--- src/rtl/pc_fetch_ctrl.sv ---
`default_nettype none
// ============================================================================
//  Module   : pc_fetch_ctrl
//  Brief    : IF-stage program counter and fetch-redirect controller. Owns the
//             PC, presents PC+1 to the branch adder, redirects on a resolved
//             taken branch and squashes wrong-path work with a counted flush.
//  Revision : 1.0  initial release
// ============================================================================
module pc_fetch_ctrl #(
  parameter int                   PC_WIDE     = 7,
  parameter logic [PC_WIDE-1:0]   RESET_PC    = '0,
  parameter int                   FLUSH_DEPTH = 2
) (
  input  logic               clk,
  input  logic               rst,          // asynchronous, active-low
  input  logic               stall,
  input  logic               branch_taken,
  input  logic [PC_WIDE-1:0] branch_pc,
  output logic [PC_WIDE-1:0] pc,
  output logic [PC_WIDE-1:0] pc_next,
  output logic               fetch_valid,
  output logic               flush
);

  typedef enum logic [1:0] {
    BOOT  = 2'd0,
    RUN   = 2'd1,
    FLUSH = 2'd2
  } state_t;

  // Counter holds the number of flush cycles still to come after this one.
  localparam logic [2:0]         CNT_INIT = 3'(FLUSH_DEPTH - 1);
  localparam logic [PC_WIDE-1:0] PC_ONE   = PC_WIDE'(1);

  state_t             state;
  logic [2:0]         flush_cnt;
  logic [PC_WIDE-1:0] pc_sel;

  // Select the address fetched after this edge; branch_pc is only looked at
  // when a taken branch is accepted, so an X target never leaks into the PC.
  always_comb begin
    pc_sel = pc;
    case (state)
      RUN: begin
        if (branch_taken) begin
          pc_sel = branch_pc;
        end else if (!stall) begin
          pc_sel = pc_next;
        end
      end
      FLUSH: begin
        if (!stall) begin
          pc_sel = pc_next;
        end
      end
      default: pc_sel = pc;
    endcase
  end

  // Fetch FSM with registered PC, PC+1, valid and flush outputs.
  always_ff @(posedge clk or negedge rst) begin
    if (!rst) begin
      state       <= BOOT;
      pc          <= RESET_PC;
      pc_next     <= RESET_PC + PC_ONE;
      fetch_valid <= 1'b0;
      flush       <= 1'b0;
      flush_cnt   <= 3'd0;
    end else begin
      pc      <= pc_sel;
      pc_next <= pc_sel + PC_ONE;
      case (state)
        BOOT: begin
          // One bubble after reset: PC holds, fetch becomes valid.
          fetch_valid <= 1'b1;
          state       <= RUN;
        end
        RUN: begin
          fetch_valid <= 1'b1;
          if (branch_taken) begin
            flush     <= 1'b1;
            flush_cnt <= CNT_INIT;
            state     <= FLUSH;
          end
        end
        FLUSH: begin
          // Branches seen here come from squashed instructions: ignored.
          fetch_valid <= 1'b1;
          if (flush_cnt == 3'd0) begin
            flush <= 1'b0;
            state <= RUN;
          end else begin
            flush_cnt <= flush_cnt - 3'd1;
          end
        end
        default: begin
          fetch_valid <= 1'b1;
          flush       <= 1'b0;
          flush_cnt   <= 3'd0;
          state       <= RUN;
        end
      endcase
    end
  end

endmodule
`default_nettype wire

--- config.mk ---
export PLATFORM = sky130hd
export DESIGN_NAME = pc_fetch_ctrl
export DESIGN_NICKNAME = d
export VERILOG_FILES = /design/src/rtl/pc_fetch_ctrl.sv
export SDC_FILE = /design/constraint.sdc
export NUM_CORES = 1
export LEC_CHECK = 0
export ABC_AREA = 1
export BUFFER_PORTS_ARGS = -buffer_cell sky130_fd_sc_hd__buf_2
export CORE_MARGIN = 10
export CORE_UTILIZATION = 53
export DETAILED_ROUTE_END_ITERATION = 7
export PLACE_DENSITY = 0.88
export RECOVER_POWER = 100
export REMOVE_ABC_BUFFERS = 1
export SLEW_MARGIN = 20
export SYNTH_ARGS = -nofsm -noshare
export SYNTH_HDL_FRONTEND = slang
export SYNTH_SLANG_ARGS = --single-unit
export TNS_END_PERCENT = 30
--- constraint.sdc ---
create_clock -name clk -period 2.35 [get_ports clk]
set_input_delay 0 -clock clk [delete_from_list [all_inputs] [get_ports clk]]
set_output_delay 0 -clock clk [all_outputs]
set_load 0.03 [all_outputs]
==> results_dict.tcl <==
set metrics [dict create \
    period_share_pct 82.67 \
    clockBufferDepth 2 \
    critical_path_class "flip-flop to flip-flop" \
    grt_overflow_total 0 \
    avgViaCountPerCell 4.925 \
    drive_gt1_share_pct 14.59 \
    seqCellArea_um2 526.8 \
    clkTransAtPathRegs_ps 120 \
    cts_num_sinks 21 \
    fin_nets 202 \
    critPathLaunchType "flip-flop" \
    synthCells 157 \
    postCtsSetupBuffers 0 \
    grt_max_degree 22 \
    synth_area_leaders "dfrtp_1, nand2_1, inv_1" \
    fin_crit_ps 1943 \
    numCtsBuffers 3 \
    rsz0062_at_grt "no" \
    wire_per_inst_um 13.18 \
    antenna_found_initial 0 \
    crit_fanout 10 \
    yosysTopAreaCell "dfrtp_1" \
    drt-total-wl_um 2808 \
    hp-class "input port to flip-flop" \
    max_freq_mhz 514.7 \
    netlist_area_um2 1249 \
    grt_pass1_wl_um 4650 \
    grt_pass1_vias 1109 \
    rows 17 \
    port_buffers 26 \
    drv_cap 0 \
    multi_input_area_um2 573.1 \
    synth_seq_cells 21 \
    clk_latency_ps 300 \
    hold_viol 0 \
    dieHeight_um 68.54 \
    ioPinCount 27 \
    area_growth_pct 10.82 \
    synth.distinct_cells 25 \
    setup_violations 0 \
    cp.arrival_ps 2150 \
    syn_avg_cell_area_um2 7.953 \
    slew_headroom_pct 24.87 \
    place_congestion 0.8184 \
    vias 1049 \
    initialDrtViolationCount 65 \
    die-area_um2 4698 \
    status "completed" \
    maxSlewViolCount 0 \
    antenna_left 0 \
    tns_ps 0 \
    start_util_pct 55.91 \
    cts-root-buf "clkbuf_4" \
    ys_seq_area_share_pct 42.18 \
    tightest_slew_ps 1127 \
    firstDrtPassIters 4 \
    cp-end-kind "flip-flop" \
    hpwl_um 2158 \
    cts_tree "built" \
    cp_data_required_time_ps 2560 \
    grt_use_total_pct 12.64 \
    fin_skew_ps 4.222 \
    die_w_um 68.54 \
    num-fill-cells 212 \
    core_area_um2 2233 \
    cts.htree.levels 1 \
    ys_warn_count 0 \
    post-synth-top-area-fraction_pct 40.08 \
    drc_errors 0 \
    antenna_cells 0 \
]
==> timing repair <==
action	CTS	global route
gates resized for setup	0	0
endpoints found under the hold margin	21	0
hold buffers	1	0
==> per-stage QoR <==
step	util (%)	worst slack (ps)	area, µm²	hold slack, ps	instances
floorplan	-	688.3	1219	-295.6	154
CTS	63.59	506.5	1420	79.56	213
global placement	61.96	549.3	1384	-30.06	208
finish	61.96	407.2	1384	85.60	213
detailed placement	61.96	529.5	1384	-15.27	208
global route	61.96	187.4	1384	137.3	213
==> placed cells by master (no fill, tap or decap) <==
cell            n
nand3_1        11
nand4_1         3
a31oi_1         1
ha_1            5
or2_2           5
inv_2           1
inv_1          25
nand2_1        55
o21ai_0         7
nand3_2         1
and2_1          1
o41ai_1         1
clkbuf_1       18
nand2_2         1
dfstp_2         1
conb_1          1
dfrtp_1        20
nor2_1          4
dlygate4sd3_1   1
buf_2           9
nor2_4          1
inv_4           1
clkbuf_4        3
xor2_1          4
nand2_4         3
nor2_8          1
o31ai_1         1
==> path summary, 6_finish.rpt <==
| kind | start | to | slack [ps] | depth (start not counted) |
|---|---|---|---|---|
| min in group asynchronous | rst | fetch_valid | 440 | 2 |
| worst min-delay path | branch_pc[0] | pc_next[0] | 90 | 6 |
| worst max register to register | state[1] | pc_next[4] | 410 | 10 |
| worst min register to register | flush_cnt[1] | flush_cnt[1] | 500 | 2 |
| worst max-delay path | state[1] | pc_next[4] | 410 | 10 |
| max in group asynchronous | rst | pc[0] | 1230 | 2 |
==> cell type report <==
type	instances	share of cell area, %
Sequential cell	21	38.07
Inverter	27	7.505
Tap cell	28	2.532
Timing Repair Buffer	27	8.589
Clock buffer	4	1.899
Multi-Input combinational cell	106	41.41
==> synth_stat cells <==
library cell and instances:
dfstp_2 1, inv_2 1, nand3_2 1, a31oi_1 1, nor2_8 1, nand2_4 4, o21ai_0 7, nor2_4 1
buf_6 2, conb_1 1, ha_1 5, o31ai_1 1, or2_2 5, nand4_1 3, o41ai_1 1, buf_4 1
inv_1 25, nor2_1 4, inv_4 1, nand3_1 11, dfrtp_1 20, nand2_2 4, nand2_1 51, and2_1 1
xor2_1 4
==> flip-flops by register name (all words and copies together) (netlist names) <==
name,cells
flush,1
state,2
pc_next,7
fetch_valid,1
flush_cnt,3
pc,7
==> critical path: stages (launching register included) <==
cell	delay (ps)
dfrtp_1	420
inv_1	80
ha_1	340
nand2_1	190
nand2_4	130
nand2_1	60
nand2_1	60
nand2_1	120
nor2_4	180
nand3_2	100
and2_1	160
==> routing by layer <==
metal / share of wire [%] / wire, µm / global-route usage (%) / vias to the layer above
li1: - / - / - / 533
met1: 37 / 1043 / 12.24 / 488
met2: 57 / 1599 / 24.77 / 22
met3: 3.8 / 106 / 2.093 / 6
met4: 2.1 / 58 / 6.533 / 0
met5: 0 / 0 / 0 / -
==> cells by family (layout without fill, tap and decap cells) <==
family / Yosys count / count (layout) / share of synthesized area (%)
other: 1 / 1 / 0.3003
and+or+nand+nor: 86 / 86 / 34.37
adders and majority gates: 5 / 5 / 5.010
buffers and inverters: 30 / 58 / 10.72
DFF: 21 / 21 / 42.18
xor gates and xnor gates: 4 / 4 / 2.805
AOI/OAI and AO/OA: 10 / 10 / 4.610
Power is not shown: default switching activity piles up to over one toggle a cycle in this logic, so the estimate is an artifact.
